===== config.mk =====
export PLATFORM = sky130hd
export DESIGN_NAME = nes_palette_ctrl_flat
export DESIGN_NICKNAME = d
export VERILOG_FILES = /design/src/rtl/nes_palette_ctrl_if.sv /design/src/rtl/nes_palette_ctrl.sv /design/src/flat_wrapper.sv
export SDC_FILE = /design/constraint.sdc
export NUM_CORES = 1
export LEC_CHECK = 0
export CORE_ASPECT_RATIO = 0.5
export CORE_UTILIZATION = 45
export DETAILED_ROUTE_END_ITERATION = 16
export PLACE_DENSITY = 0.7
export SYNTH_ARGS = -nofsm -noshare
export SYNTH_HDL_FRONTEND = slang
export SYNTH_SLANG_ARGS = --single-unit
export TNS_END_PERCENT = 1

===== constraint.sdc =====
create_clock -name clk -period 6.4 [get_ports clk]
set_clock_uncertainty 0.1 [all_clocks]
set_input_delay 1.28 -clock clk [delete_from_list [all_inputs] [get_ports clk]]
set_output_delay 1.28 -clock clk [all_outputs]
set_load 0.02 [all_outputs]

===== src/rtl/nes_palette_ctrl_if.sv =====
// Bus bundle for nes_palette_ctrl: pixel lookup channel, loader byte-write
// channel and status flags. The master drives lookups and loader writes;
// the slave (the palette controller) returns pixel data and status.
interface nes_palette_ctrl_if;
    logic        pix_ce;
    logic [5:0]  color;
    logic [14:0] pixel;
    logic        ld_wr;
    logic [6:0]  ld_addr;
    logic [7:0]  ld_data;
    logic        ld_wait;
    logic        busy;

    modport master (
        output pix_ce, color, ld_wr, ld_addr, ld_data,
        input  pixel, ld_wait, busy
    );

    modport slave (
        input  pix_ce, color, ld_wr, ld_addr, ld_data,
        output pixel, ld_wait, busy
    );
endinterface


===== src/rtl/nes_palette_ctrl.sv =====
// nes_palette_ctrl: single-port 64 x 15-bit palette RAM shared between video
// lookups (strict priority) and byte-wide loader uploads. After reset the RAM
// is filled with a default palette, one entry per cycle.
// Optional feature macro: PAL_DEFAULT_INIT_EN -- when defined the fill writes
// the built-in FCEUX palette; when undefined the fill writes zeros and no ROM
// is built.
module nes_palette_ctrl #(
    parameter int ENTRIES = 64
) (
    input  logic               clk,
    input  logic               reset,
    nes_palette_ctrl_if.slave  bus
);

    localparam int AW = 6;

    typedef enum logic [1:0] {
        ST_INIT = 2'd0,
        ST_IDLE = 2'd1,
        ST_PEND = 2'd2
    } state_t;

    state_t          r_state, w_state_next;
    logic [AW-1:0]   r_fill_idx, w_fill_idx_next;
    logic [7:0]      r_lat, w_lat_next;
    logic [14:0]     r_pend_data, w_pend_data_next;
    logic [AW-1:0]   r_pend_addr, w_pend_addr_next;

    logic            w_we;
    logic [AW-1:0]   w_waddr;
    logic [14:0]     w_wdata;
    logic            w_rd;
    logic [14:0]     w_init_word;
    logic [14:0]     w_hi_word;
    logic            w_unused_bit;

    logic [14:0]     r_mem [0:ENTRIES-1];
    logic [14:0]     r_pixel;

    // High byte bit 7 carries no colour information.
    assign w_unused_bit = bus.ld_data[7];

`ifdef PAL_DEFAULT_INIT_EN
    // Pack 8-bit-per-channel 0xRRGGBB into {B[4:0], G[4:0], R[4:0]}.
    function automatic logic [14:0] rgb15(input logic [23:0] rgb);
        return {rgb[7:3], rgb[15:11], rgb[23:19]};
    endfunction

    // FCEUX default palette in 24-bit RGB.
    function automatic logic [23:0] fceux_rgb(input logic [AW-1:0] idx);
        logic [23:0] v;
        case (idx)
            6'h00: v = 24'h747474;  6'h01: v = 24'h24188C;  6'h02: v = 24'h0000A8;  6'h03: v = 24'h44009C;
            6'h04: v = 24'h8C0074;  6'h05: v = 24'hA80010;  6'h06: v = 24'hA40000;  6'h07: v = 24'h7C0800;
            6'h08: v = 24'h402C00;  6'h09: v = 24'h004400;  6'h0A: v = 24'h005000;  6'h0B: v = 24'h003C14;
            6'h0C: v = 24'h183C5C;  6'h10: v = 24'hBCBCBC;  6'h11: v = 24'h0070EC;  6'h12: v = 24'h2038EC;
            6'h13: v = 24'h8000F0;  6'h14: v = 24'hBC00BC;  6'h15: v = 24'hE40058;  6'h16: v = 24'hD82800;
            6'h17: v = 24'hC84C0C;  6'h18: v = 24'h887000;  6'h19: v = 24'h009400;  6'h1A: v = 24'h00A800;
            6'h1B: v = 24'h009038;  6'h1C: v = 24'h008088;  6'h20: v = 24'hFCFCFC;  6'h21: v = 24'h3CBCFC;
            6'h22: v = 24'h5C94FC;  6'h23: v = 24'hCC88FC;  6'h24: v = 24'hF478FC;  6'h25: v = 24'hFC74B4;
            6'h26: v = 24'hFC7460;  6'h27: v = 24'hFC9838;  6'h28: v = 24'hF0BC3C;  6'h29: v = 24'h80D010;
            6'h2A: v = 24'h4CDC48;  6'h2B: v = 24'h58F898;  6'h2C: v = 24'h00E8D8;  6'h2D: v = 24'h787878;
            6'h30: v = 24'hFCFCFC;  6'h31: v = 24'hA8E4FC;  6'h32: v = 24'hC4D4FC;  6'h33: v = 24'hD4C8FC;
            6'h34: v = 24'hFCC4FC;  6'h35: v = 24'hFCC4D8;  6'h36: v = 24'hFCBCB0;  6'h37: v = 24'hFCD8A8;
            6'h38: v = 24'hFCE4A0;  6'h39: v = 24'hE0FCA0;  6'h3A: v = 24'hA8F0BC;  6'h3B: v = 24'hB0FCCC;
            6'h3C: v = 24'h9CFCF0;  6'h3D: v = 24'hC4C4C4;
            default: v = 24'h000000;
        endcase
        return v;
    endfunction

    logic [14:0] w_rom [0:ENTRIES-1];

    genvar gi;
    generate
        for (gi = 0; gi < ENTRIES; gi++) begin : g_rom
            assign w_rom[gi] = rgb15(fceux_rgb(AW'(gi)));
        end
    endgenerate

    assign w_init_word = w_rom[r_fill_idx];
`else
    assign w_init_word = 15'h0000;
`endif

    assign w_hi_word = {bus.ld_data[6:0], r_lat};

    // Next-state logic and RAM write/read arbitration; lookups always win the port.
    always_comb begin
        w_state_next     = r_state;
        w_fill_idx_next  = r_fill_idx;
        w_lat_next       = r_lat;
        w_pend_data_next = r_pend_data;
        w_pend_addr_next = r_pend_addr;
        w_we             = 1'b0;
        w_waddr          = r_pend_addr;
        w_wdata          = r_pend_data;
        w_rd             = 1'b0;
        case (r_state)
            ST_INIT: begin
                w_we            = 1'b1;
                w_waddr         = r_fill_idx;
                w_wdata         = w_init_word;
                w_fill_idx_next = r_fill_idx + 1'b1;
                if (r_fill_idx == AW'(ENTRIES - 1))
                    w_state_next = ST_IDLE;
            end
            ST_IDLE: begin
                w_rd = bus.pix_ce;
                if (bus.ld_wr) begin
                    if (!bus.ld_addr[0]) begin
                        w_lat_next = bus.ld_data;
                    end else if (!bus.pix_ce) begin
                        w_we    = 1'b1;
                        w_waddr = bus.ld_addr[6:1];
                        w_wdata = w_hi_word;
                    end else begin
                        w_pend_data_next = w_hi_word;
                        w_pend_addr_next = bus.ld_addr[6:1];
                        w_state_next     = ST_PEND;
                    end
                end
            end
            ST_PEND: begin
                w_rd = bus.pix_ce;
                if (!bus.pix_ce) begin
                    w_we         = 1'b1;
                    w_state_next = ST_IDLE;
                end
            end
            default: w_state_next = ST_INIT;
        endcase
    end

    // Controller state, fill pointer, byte latch and deferred-write holding registers.
    always_ff @(posedge clk) begin
        if (reset) begin
            r_state     <= ST_INIT;
            r_fill_idx  <= '0;
            r_lat       <= 8'h00;
            r_pend_data <= 15'h0000;
            r_pend_addr <= '0;
        end else begin
            r_state     <= w_state_next;
            r_fill_idx  <= w_fill_idx_next;
            r_lat       <= w_lat_next;
            r_pend_data <= w_pend_data_next;
            r_pend_addr <= w_pend_addr_next;
        end
    end

    // Palette RAM write port; contents are not reset, the fill sequence rewrites them.
    always_ff @(posedge clk) begin
        if (w_we && !reset)
            r_mem[w_waddr] <= w_wdata;
    end

    // Registered lookup; pixel holds between strobes.
    always_ff @(posedge clk) begin
        if (reset)
            r_pixel <= 15'h0000;
        else if (w_rd)
            r_pixel <= r_mem[bus.color];
    end

    assign bus.pixel   = r_pixel;
    assign bus.busy    = (r_state == ST_INIT);
    assign bus.ld_wait = (r_state != ST_IDLE);

endmodule

===== src/flat_wrapper.sv =====
// flat-port wrapper written by rule: the top's interface ports become plain ports
module nes_palette_ctrl_flat 
#(
    parameter int ENTRIES = 64
)
  (clk, reset, bus_pix_ce, bus_color, bus_ld_wr, bus_ld_addr, bus_ld_data, bus_pixel, bus_ld_wait, bus_busy);
  nes_palette_ctrl_if bus_i ();
  input  logic clk;
  input  logic reset;
  input wire logic [$bits(bus_i.pix_ce)-1:0] bus_pix_ce;
  input wire logic [$bits(bus_i.color)-1:0] bus_color;
  input wire logic [$bits(bus_i.ld_wr)-1:0] bus_ld_wr;
  input wire logic [$bits(bus_i.ld_addr)-1:0] bus_ld_addr;
  input wire logic [$bits(bus_i.ld_data)-1:0] bus_ld_data;
  output wire logic [$bits(bus_i.pixel)-1:0] bus_pixel;
  output wire logic [$bits(bus_i.ld_wait)-1:0] bus_ld_wait;
  output wire logic [$bits(bus_i.busy)-1:0] bus_busy;
  assign bus_i.pix_ce = bus_pix_ce;
  assign bus_i.color = bus_color;
  assign bus_i.ld_wr = bus_ld_wr;
  assign bus_i.ld_addr = bus_ld_addr;
  assign bus_i.ld_data = bus_ld_data;
  assign bus_pixel = bus_i.pixel;
  assign bus_ld_wait = bus_i.ld_wait;
  assign bus_busy = bus_i.busy;
  nes_palette_ctrl #(.ENTRIES(ENTRIES)) u_core (.clk(clk), .reset(reset), .bus(bus_i));
endmodule

Yosys cells after proc, flatten, opt, wreduce, memory -nomap -nowiden
Memory sizes are Yosys's and may differ from the RTL's. A register that Yosys moved wholly into a read port is not among the register bits.
Index checks and enable logic that the tools add are counted.
{ "totals": {"in_bits": 25, "n_memories": 1, "ramBits": 960, "word_cells": 45, "output_inout_bits": 17, "regBits": 37} }
{ "classes": {"add_sub_neg": 1, "eq_ne": 9, "n_mux": 21, "reduce_logical": 7, "bitwise_logic": 1} }
{ "mem_list": {"columns": ["name", "depth", "word_bits", "read_ports", "rd_ports_with_merged_regs", "wr", "line", "rtl"], "rows": [
  ["u_core.r_mem", 64, 15, 1, 1, 1, "nes_palette_ctrl.sv:37", "logic [14:0] r_mem [0:ENTRIES-1];"]
]} }
{ "op_table": {"columns": ["operator", "count"], "rows": [
  ["15-bit 2-to-1 mux", 3],
  ["15-bit case mux with 2 select lines", 1],
  ["6-bit 2-to-1 mux", 3],
  ["6-bit case mux with 2 select lines", 1],
  ["2-bit 2-to-1 mux", 5],
  ["2-bit != test, second input constant", 4],
  ["6-bit by 1-bit adder with 6-bit output, second input constant", 1],
  ["6-bit equality test, second input constant", 1],
  ["1-bit 2-to-1 mux", 6],
  ["2-bit case mux with 3 select lines", 1],
  ["5-bit AND reduction", 1],
  ["2-bit by 1-bit != test with 1-bit output, second input constant", 2],
  ["4-bit AND reduction", 1],
  ["1-bit case mux with 3 select lines", 1],
  ["3-bit AND reduction", 1],
  ["2-bit by 1-bit equality test with 1-bit output, second input constant", 1],
  ["2-bit equality test, second input constant", 1],
  ["2-bit logical NOT", 1],
  ["2-bit OR reduction", 1],
  ["1-bit logical AND", 1],
  ["1-bit logical NOT", 1],
  ["1-bit inverter", 1]
]} }

Longest topological paths before layout
Gate-level depths: netlist (run 1).
{ "depth": {"ltp_word": 7, "mapped_depth": 10, "ltp_nobuf": 7} }

Worst setup path before layout (run 1)
No wires, ideal clock.
{ "synth_path": {"kind": "in2reg", "from": "input port bus_pix_ce", "to": "memory u_core.r_mem[0][0], data pin", "setup_ns": 0.701, "slack_ns": 0.996, "cell_stages": 5, "path_buffers": 2, "required_ns": 5.599, "t_arrival_ns": 4.602, "cell_sequence": "nand3b_1 -> buf_4 -> buf_2 -> mux2i_1 -> o21ai_0"} }
{ "synth_between": {"elab_chain_len": 4} }
{ "synth_lines": {"columns": ["element", "line", "rtl"], "rows": [
  ["start, declared", "flat_wrapper.sv:10", "input wire logic [$bits(bus_i.pix_ce)-1:0] bus_pix_ce;"],
  ["15-bit 2-to-1 mux", "nes_palette_ctrl.sv:113", "end else if (!bus.pix_ce) begin"],
  ["15-bit 2-to-1 mux", "nes_palette_ctrl.sv:111", "if (!bus.ld_addr[0]) begin"],
  ["15-bit 2-to-1 mux", "nes_palette_ctrl.sv:110", "if (bus.ld_wr) begin"],
  ["15-bit case mux with 2 select lines", "nes_palette_ctrl.sv:99", "case (r_state)"],
  ["net u_core.w_wdata[0]", "nes_palette_ctrl.sv:31", "logic [14:0] w_wdata;"],
  ["end, declared", "nes_palette_ctrl.sv:37", null]
]} }
The timed path passes the listed nets, and every way through them passes these cells.

Worst setup path in the final report (run 1)
{ "layout_path": {"from": "input port bus_pix_ce", "to": "memory u_core.r_mem[42][12], enable pin"} }
{ "layout_between": {"elab_chain_len": 7, "elab_cells_between_ends": 11, "classes_between": "10 x mux; 1 x reduce/logical"} }
{ "layout_lines": {"columns": ["element", "line", "rtl"], "rows": [
  ["1-bit 2-to-1 mux", "nes_palette_ctrl.sv:113, nes_palette_ctrl.sv:126", null],
  ["1-bit 2-to-1 mux", "nes_palette_ctrl.sv:111", null],
  ["1-bit 2-to-1 mux", "nes_palette_ctrl.sv:110", null],
  ["1-bit case mux with 3 select lines", "nes_palette_ctrl.sv:99", null],
  ["1-bit logical AND", "nes_palette_ctrl.sv:154", "if (w_we && !reset)"],
  ["1-bit 2-to-1 mux", "nes_palette_ctrl.sv:154", null],
  ["1-bit 2-to-1 mux (implied by the code)", "nes_palette_ctrl.sv:155", "r_mem[w_waddr] <= w_wdata;"]
]} }
Several ways; a longest one is shown, not always the timed one.

==> results of run 1 <==
## cells in the final DEF, fill, tap and decap left out, drive strengths merged, types with 8 or more instances in the layout
cell	netlist	layout
nor2	86	86
a22oi	125	125
buf	49	114
nand4	19	19
clkdlybuf4s50	0	37
edfxtp	960	960
o21ai	22	22
nand3	16	16
mux2i	29	29
dfxtp	52	52
mux4	255	255
nand2	94	94
clkbuf	52	109
bufinv	0	8
a21oi	24	24
clkinv	0	46
## worst max-delay path by stage
| stage | startpoint | to | slack, ps | depth (start not counted) |
|---|---|---|---|---|
| 2_1_floorplan | bus_pix_ce | u_core.r_mem[0][0]$_DFFE_PP_ | 1000 | 5 |
| 3_3_place_gp | bus_pix_ce | u_core.r_mem[34][12]$_DFFE_PP_ | 1530 | 7 |
| 3_5_place_dp | bus_pix_ce | u_core.r_mem[42][12]$_DFFE_PP_ | 1540 | 7 |
| 4_1_cts | u_core.r_state[1]$_SDFFE_PP0P_ | bus_ld_wait | 2160 | 5 |
| 5_1_grt | bus_pix_ce | u_core.r_mem[34][13]$_DFFE_PP_ | 2030 | 7 |
| 6_report | bus_pix_ce | u_core.r_mem[42][12]$_DFFE_PP_ | 2060 | 7 |
## worst min-delay path: cells and delay by family, from the launching register on
kind	cells	cell delay, ps
AO/OA/AOI/OAI	1	50
flip-flops	1	320
AND/OR/NAND/NOR	1	60
## logic make-up (layout without fill, tap and decap cells)
logic type,Yosys count,in the layout,synth area share
DFF,1012,1012,0.769
muxes,285,285,0.156
and+or+nand+nor,235,235,0.0264
AOI/OAI and AO/OA,183,183,0.0326
buffers and inverters,106,324,0.0136
adders and majority gates,5,5,0.00161
xor gates and xnor gates,4,4,0.000902
other,0,1,0
## power breakdown
group / total (mW) / internal, mW / switching (mW)
logic: 0.639 / 0.231 / 0.408
registers: 7.28 / 7.25 / 0.0342
clock network: 5.38 / 3.03 / 2.35
## layer usage
metal  vias to the layer above  global-route usage  part of all wire
met2                       985               0.322              0.47
met5                         -                   0                 0
met3                       156              0.0461             0.092
li1                       7936                   -                 -
met1                     10200               0.295              0.41
met4                         0              0.0784             0.036
## flip-flops by register name, summed over array words and instances, names as in the netlist
register	cells
u_core.r_pend_data	15
u_core.r_state	2
u_core.r_lat	8
u_core.r_fill_idx	6
u_core.r_mem	960
u_core.r_pend_addr	6
u_core.bus.pixel	15
## metrics by stage
stage	hold WS, ps	cells	total power, mW
after floorplan	333	1830	7.81
after global placement	344	3035	8.04
after detailed placement	364	3035	8.06
after CTS	375	3203	13.4
after global routing	401	3203	13.6
final	372	3204	13.3
## layout make-up
| cell class | instances | area, um^2 | share of cell area |
|---|---|---|---|
| Sequential cell | 1012 | 29900 | 0.676 |
| Inverter | 5 | 18.8 | 0.000425 |
| Clock buffer | 109 | 2430 | 0.0550 |
| Clock inverter | 59 | 494 | 0.0112 |
| Tap cell | 1155 | 1450 | 0.0327 |
| Antenna cell | 1 | 2.50 | 0.0000567 |
| Timing Repair Buffer | 151 | 1290 | 0.0292 |
| Multi-Input combinational cell | 712 | 8620 | 0.195 |
## synthesized netlist by cell type, types with 13 or more instances
cell and instances:
edfxtp_1 960, clkbuf_1 52, nand2_1 94, mux4_2 255, buf_2 25, nor2_1 86, a22oi_1 125, a21oi_1 24
o21ai_0 22, dfxtp_1 52, nand3_1 16, buf_1 13, mux2i_1 29, nand4_1 19
==> impl_metrics.toml, run 1 <==
[flow_run]
maxCapViolations = 0

[worst_hold_path]
min_to = "u_core.r_pend_data[4]$_SDFFE_PP0P_"
hp-start = "u_core.r_lat[4]$_SDFFE_PP0P_"
min_path_cells = 2
holdCritPathClass = "register to register"

[floorplan]
die_h_um = 210
core_um2 = 84600
rows = 75
die_area_um2 = 87500
start_util = 0.459
die_w_um = 417
io_pins = 42

[clock_tree]
ctsRootBufferMaster = "clkbuf_16"
insertion_delay_ps = 660
cts_tree = "yes"
post_cts_buffers = 0
cts_hold_buf = 0
cts-resized-gates = 0
cts.sinks = 1012
cts_buffers = 90
path_clk_slew_ps = 60
clockBufferDepth = 3
cts_max_level = 3

[synth]
synth-edff-count = 960
yosysWarnings = 0
synth_top_area_share = 0.742
synth_area_leader_cell = "edfxtp_1"
synthTopCellsByArea = "edfxtp_1 74%, mux4_2 15%, dfxtp_1 2.7%"
ys_seq_area_frac = 0.769
synth_nets = 1860
async_flop_share = 0
syn_area_per_cell_um2 = 21.2
synth_cell_types = 41
syn_inst = 1830
synth_seq_cells = 1012
synthFlopType = "edfxtp_1"
synth_area_um2 = 38800

[route]
wl_per_cell_um = 28.5
final_antenna_net_count = 0
first_pass_iters = 5
drt-total-wl_um = 91300
drt_iter0_drc = 2517
drc = 0
num_vias = 19200
avgViaCountPerCell = 6.00

[worst_setup_path]
crit_chain = "clkdlybuf4s50_1 > nand3b_1 > mux2_2 > a221oi_1 > nand3_1 > nor2_1 > buf_4"
critPathMaxStageDelay_ps = 810
rr_worst_depth = 8
crit_arrival_ps = 4570
ff2ff_setup_slack_ps = 2730
worst-path-max-fanout = 15
slowest_stage = "nand3_1"
end_kind = "register"
regToRegStartpoint = "u_core.r_state[0]$_SDFFE_PP0P_"
start_kind = "primary input"
cp_top_family = "simple AND/OR/NAND/NOR gates"
timing.critical_path.buf_inv = 2
worstPathRequired_ps = 6630
reg2reg_to = "u_core.r_mem[42][12]$_DFFE_PP_"
crit_type = "primary input to register"

[sta]
rsz0062_at_grt = "no"
slew_viol_final = 0
setup_viol = 0
fin_ws_ps = 2060
hold_violations = 0
timing.fmax_mhz = 231
period_share = 0.678
setup_tns_ps = 0
relSlewSlack = 0.165
tightest_slew_ps = 1250
period_needed_ps = 4340

[global_route]
grt_max_degree = 73
grt-ovfl-total = 0
track_usage = 0.209
first_global_vias = 19000
antenna_found_initial = 0
grt_pass1_wl_um = 131000

[finish]
drive_gt1_frac = 0.256
layout.nets = 2002
stdcell_area_um2 = 44200
utilization = 0.522
area_delta_synth_final_pct = 13.8
fillCellCount = 6439

[pwr]
ir_worst_vdd_mv = 0.213
p_per_area_nw_per_um2 = 301
p_leak_nw = 12.1

[placed_design]
portBuffers = 41
dp_hpwl_um = 54500
place_area_um2 = 41200
pre_cts_slack_ps = 1540
gp_congestion = 0.871

[status]
status = "finished clean"
Note: power is estimated with default switching activity, not from simulation.
==> run 2, diff against run 1 <==
--- a/config.mk
+++ b/config.mk
@@ -8,7 +8,7 @@
 export CORE_ASPECT_RATIO = 0.5
 export CORE_UTILIZATION = 45
 export DETAILED_ROUTE_END_ITERATION = 16
-export PLACE_DENSITY = 0.7
+export PLACE_DENSITY = 0.73
 export SYNTH_ARGS = -nofsm -noshare
 export SYNTH_HDL_FRONTEND = slang
 export SYNTH_SLANG_ARGS = --single-unit
==> constraint.sdc (replaced) <==
create_clock -name clk -period 3.81 [get_ports clk]
set_clock_uncertainty 0.1 [all_clocks]
set_input_delay 0.762 -clock clk [delete_from_list [all_inputs] [get_ports clk]]
set_output_delay 0.762 -clock clk [all_outputs]
set_load 0.02 [all_outputs]
==> impl_metrics.toml, run 2 (same netlist as run 1, synthesis figures left out) <==
[status]
status = "finished clean"

[placed_design]
dp_hpwl_um = 54200
place_area_um2 = 41600
gp_congestion = 0.922
dp.cells = 3066
pre_cts_slack_ps = 77.5
portBuffers = 41

[finish]
mostFrequentLayoutCells = "960 x edfxtp_1, 255 x mux4_2, 128 x buf_4"
mostFrequentLayoutCell = "edfxtp_1"
area_delta_synth_final_pct = 14.5
layout.nets = 2032
utilization = 0.525
fin_cells = 3235
largest_reg_flops = 960
drive_gt1_frac = 0.268
stdcell_area_um2 = 44500
regMostFlops = "u_core.r_mem"

[route]
dr_wl_met3_um = 9050
num_vias = 19600
wl_met1_um = 36800
wl_per_cell_um = 28.3
avgViaCountPerCell = 6.06
drt-total-wl_um = 91500
met2WireLength_um = 42700
top_layer_used = "met4"
first_pass_iters = 5
final_antenna_net_count = 0
drt_iter0_drc = 2658
drc = 0

[clock_tree]
cts_tree = "yes"
cts.sinks = 1012
cts_buffers = 89
clockBufferDepth = 3
cts_max_level = 3
ctsRootBufferMaster = "clkbuf_16"
path_clk_slew_ps = 70
insertion_delay_ps = 640

[sta]
relSlewSlack = 0.206
slew_viol_final = 0
hold_violations = 0
period_needed_ps = 3710
setup_viol = 0
period_share = 0.975
fin_ws_ps = 97.1
tightest_slew_ps = 1190
timing.fmax_mhz = 269

[worst_setup_path]
crit_chain = "inv_1 > ha_1 > clkinvlp_4 > buf_4 > clkdlybuf4s50_1"
startpoint = "u_core.r_state[1]$_SDFFE_PP0P_"
worstPathRequired_ps = 2950
cp_top_family = "buffers and inverters"
start_kind = "register"
end_kind = "output pin"
crit_arrival_ps = 2850
critPathMaxStageDelay_ps = 700
crit_type = "register to output pin"
timing.critical_path.buf_inv = 4
slowest_stage = "clkdlybuf4s50_1"
regToRegStartpoint = "u_core.r_state[1]$_SDFFE_PP0P_"
worst-path-max-fanout = 17

[global_route]
first_global_vias = 19200
grt_pass1_wl_um = 133000
track_usage = 0.210
grt_max_degree = 65
grt-ovfl-total = 0
antenna_found_initial = 2

[worst_hold_path]
holdCritPathClass = "register to register"
hp-start = "u_core.r_pend_data[14]$_SDFFE_PP0P_"

[pwr]
p_per_area_nw_per_um2 = 500
ir_worst_vdd_mv = 0.303
p_leak_nw = 12.3

[floorplan]
die_w_um = 417
rows = 75
die_h_um = 210
die_area_um2 = 87500
start_util = 0.459
core_um2 = 84600
io_pins = 42

[flow_run]
maxCapViolations = 0
## run 2: cell types whose count changed in the layout (fill, tap and decap cells not counted), sizes merged
cell      before  now
diode          1    2
bufinv         8    6
clkinvlp       5    8
clkbuf       109  117
buf          114  145
inv            5    6
clkinv        46   35
## run 2: layout make-up
class	instances	area, um^2
antenna	2	5.00
clock buffer	117	2440
clock inverter	50	415
fill	6394	40200
inverter	5	22.5
multi-input combinational	712	8620
sequential	1012	29900
tap	1155	1450
timing repair buffer	182	1650
## run 2: power breakdown
group          internal [mW]  switching (mW)
sequential              12.2          0.0616
combinational          0.430           0.705
clock                   4.94            3.93
total                   17.5            4.70
## run 2: worst paths after layout
path              slack [ps]                             endpoint  cells after the start
setup reg to reg         490        u_core.r_mem[35][0]$_DFFE_PP_                      9
setup / recovery         100                          bus_ld_wait                      5
hold reg to reg          350  u_core.r_pend_data[14]$_SDFFE_PP0P_                      2
hold / removal           350  u_core.r_pend_data[14]$_SDFFE_PP0P_                      2
## run 2: what timing repair did
item	in CTS	in global routing
gates resized for setup	0	1
endpoints found under the hold margin	0	0
buffers inserted	0	0
endpoints found under the setup margin	0	1
hold buffers	0	0
## run 2: worst reg2reg max path: stages, from the launching register on
cell	delay, ps
dfxtp_1	330
inv_1	110
ha_1	560
nor2_1	90
buf_4	240
a22oi_1	260
o21a_1	230
nand3_1	460
nor2_1	330
buf_4	290
## run 2: metrics by stage
step / hold slack, ps / setup TNS [ps] / total power [mW]
after floorplan: 333 / -337030 / 13.1
after CTS: 360 / 0 / 22.3
after detailed placement: 351 / 0 / 13.6
after global placement: 341 / 0 / 13.6
after global routing: 394 / -4.92 / 22.8
final: 354 / 0 / 22.2
## run 2: routing by layer
layer / global-route usage / up-vias
met1: 0.299 / 10300
met4: 0.0700 / 0
met5: 0 / -
met2: 0.323 / 1176
met3: 0.0486 / 147
li1: - / 8009
==> run 3, diff against run 2 <==
--- a/config.mk
+++ b/config.mk
@@ -5,7 +5,7 @@
 export SDC_FILE = /design/constraint.sdc
 export NUM_CORES = 1
 export LEC_CHECK = 0
-export CORE_ASPECT_RATIO = 0.5
+export CORE_ASPECT_RATIO = 1.25
 export CORE_UTILIZATION = 45
 export DETAILED_ROUTE_END_ITERATION = 16
 export PLACE_DENSITY = 0.73
==> impl_metrics.toml, run 3 (same netlist as run 1, synthesis figures left out) <==
[global_route]
antenna_found_initial = 1
grt_max_degree = 65
grt_pass1_wl_um = 132000
first_global_vias = 19600
grt-ovfl-total = 0
track_usage = 0.208

[sta]
period_share = 0.915
timing.fmax_mhz = 287
rsz0062_at_grt = "no"
relSlewSlack = 0.240
period_needed_ps = 3490
slew_viol_final = 0
tightest_slew_ps = 1140
hold_violations = 0
setup_viol = 0
setup_tns_ps = 0

[finish]
mostFrequentLayoutCells = "960 x edfxtp_1, 255 x mux4_2, 125 x a22oi_1"
largest_reg_flops = 960
mostFrequentLayoutCell = "edfxtp_1"
fillCellCount = 6486
regMostFlops = "u_core.r_mem"
area_delta_synth_final_pct = 14.3
antennaDiodeCount = 0
layout.nets = 2029
multi_input_area_um2 = 8610
utilization = 0.518
drive_gt1_frac = 0.260
seqCellArea_um2 = 29900

[worst_setup_path]
end_kind = "output pin"
ff2ff_setup_slack_ps = 370
worstPathRequired_ps = 2950
crit_type = "register to output pin"
start_kind = "register"
worst-path-max-fanout = 14
crit_arrival_ps = 2630

[clock_tree]
cts_max_level = 3
insertion_delay_ps = 650
cts_tree = "yes"
clockBufferDepth = 3
cts_hold_buf = 0
cts_buffers = 91
cts-resized-gates = 0
ctsRootBufferMaster = "clkbuf_16"
path_clk_slew_ps = 60
cts.sinks = 1012
post_cts_buffers = 0

[placed_design]
portBuffers = 41
dp_hpwl_um = 55700
gp_congestion = 0.953

[pwr]
pwr-share-clk = 0.399
swShare = 0.210
power_switching_mw = 4.66
ir_worst_vdd_mv = 0.315
p_leak_nw = 12.2
p_per_area_nw_per_um2 = 501
combPwrFrac = 0.050
p_int_mw = 17.6
pwr-share-seq = 0.551

[status]
status = "finished clean"

[route]
num_vias = 19200
drt-total-wl_um = 89700
drt_iter0_drc = 2246
final_antenna_net_count = 0
first_pass_iters = 5
avgViaCountPerCell = 6.08
wl_per_cell_um = 28.3
drc = 0

[floorplan]
start_util = 0.454
core_um2 = 85600
die_h_um = 330
die_area_um2 = 87500
die_w_um = 265
rows = 120
io_pins = 42

[worst_hold_path]
holdCritPathClass = "register to register"

[flow_run]
maxCapViolations = 0
[run 3: layout make-up]
| cell class | count | share of cell area |
|---|---|---|
| Tap cell | 1098 | 0.0310 |
| Multi-Input combinational cell | 712 | 0.194 |
| Clock inverter | 53 | 0.0104 |
| Clock buffer | 109 | 0.0538 |
| Timing Repair Buffer | 177 | 0.0371 |
| Inverter | 5 | 0.000423 |
| Sequential cell | 1012 | 0.673 |
[run 3: power groups by stage]
stage / Combinational (mW) / Clock [mW] / Sequential, mW
finish: 1.11 / 8.86 / 12.2
global route: 1.15 / 9.36 / 12.2
CTS: 1.10 / 8.97 / 12.2
detailed placement: 1.09 / 0 / 12.5
global placement: 1.07 / 0 / 12.5
floorplan: 0.659 / 0 / 12.5
[run 3: layer usage]
metal / part of all wire / vias to the layer above / GRT usage
met4: 0.045 / 0 / 0.0973
li1: - / 7994 / -
met3: 0.079 / 184 / 0.0359
met1: 0.38 / 10100 / 0.269
met5: 0 / - / 0
met2: 0.50 / 961 / 0.345
[run 3: through the flow]
| stage | instance area, um^2 | power [mW] | setup slack [ps] | std cells | hold slack, ps |
|---|---|---|---|---|---|
| floorplan | 38800 | 13.1 | -884 | 1830 | 333 |
| global placement | 41500 | 13.5 | 146 | 3004 | 344 |
| detailed placement | 41500 | 13.6 | 78.9 | 3004 | 360 |
| CTS | 44400 | 22.3 | 339 | 3166 | 370 |
| global route | 44400 | 22.8 | 152 | 3166 | 392 |
| finish | 44400 | 22.2 | 323 | 3166 | 371 |
[run 3: final timing paths]
kind                                            from  cells after the start                                 end
setup / recovery      u_core.r_state[1]$_SDFFE_PP0P_                      5                         bus_ld_wait
hold / removal    u_core.r_pend_data[8]$_SDFFE_PP0P_                      2  u_core.r_pend_data[8]$_SDFFE_PP0P_
setup reg to reg      u_core.r_state[0]$_SDFFE_PP0P_                      9       u_core.r_mem[43][5]$_DFFE_PP_
hold reg to reg   u_core.r_pend_data[8]$_SDFFE_PP0P_                      2  u_core.r_pend_data[8]$_SDFFE_PP0P_
[run 3: worst max-delay path, stage by stage, from the launching register on]
cell	delay [ps]
dfxtp_1	390
inv_1	100
ha_1	330
clkinv_1	100
buf_4	360
clkdlybuf4s50_1	680
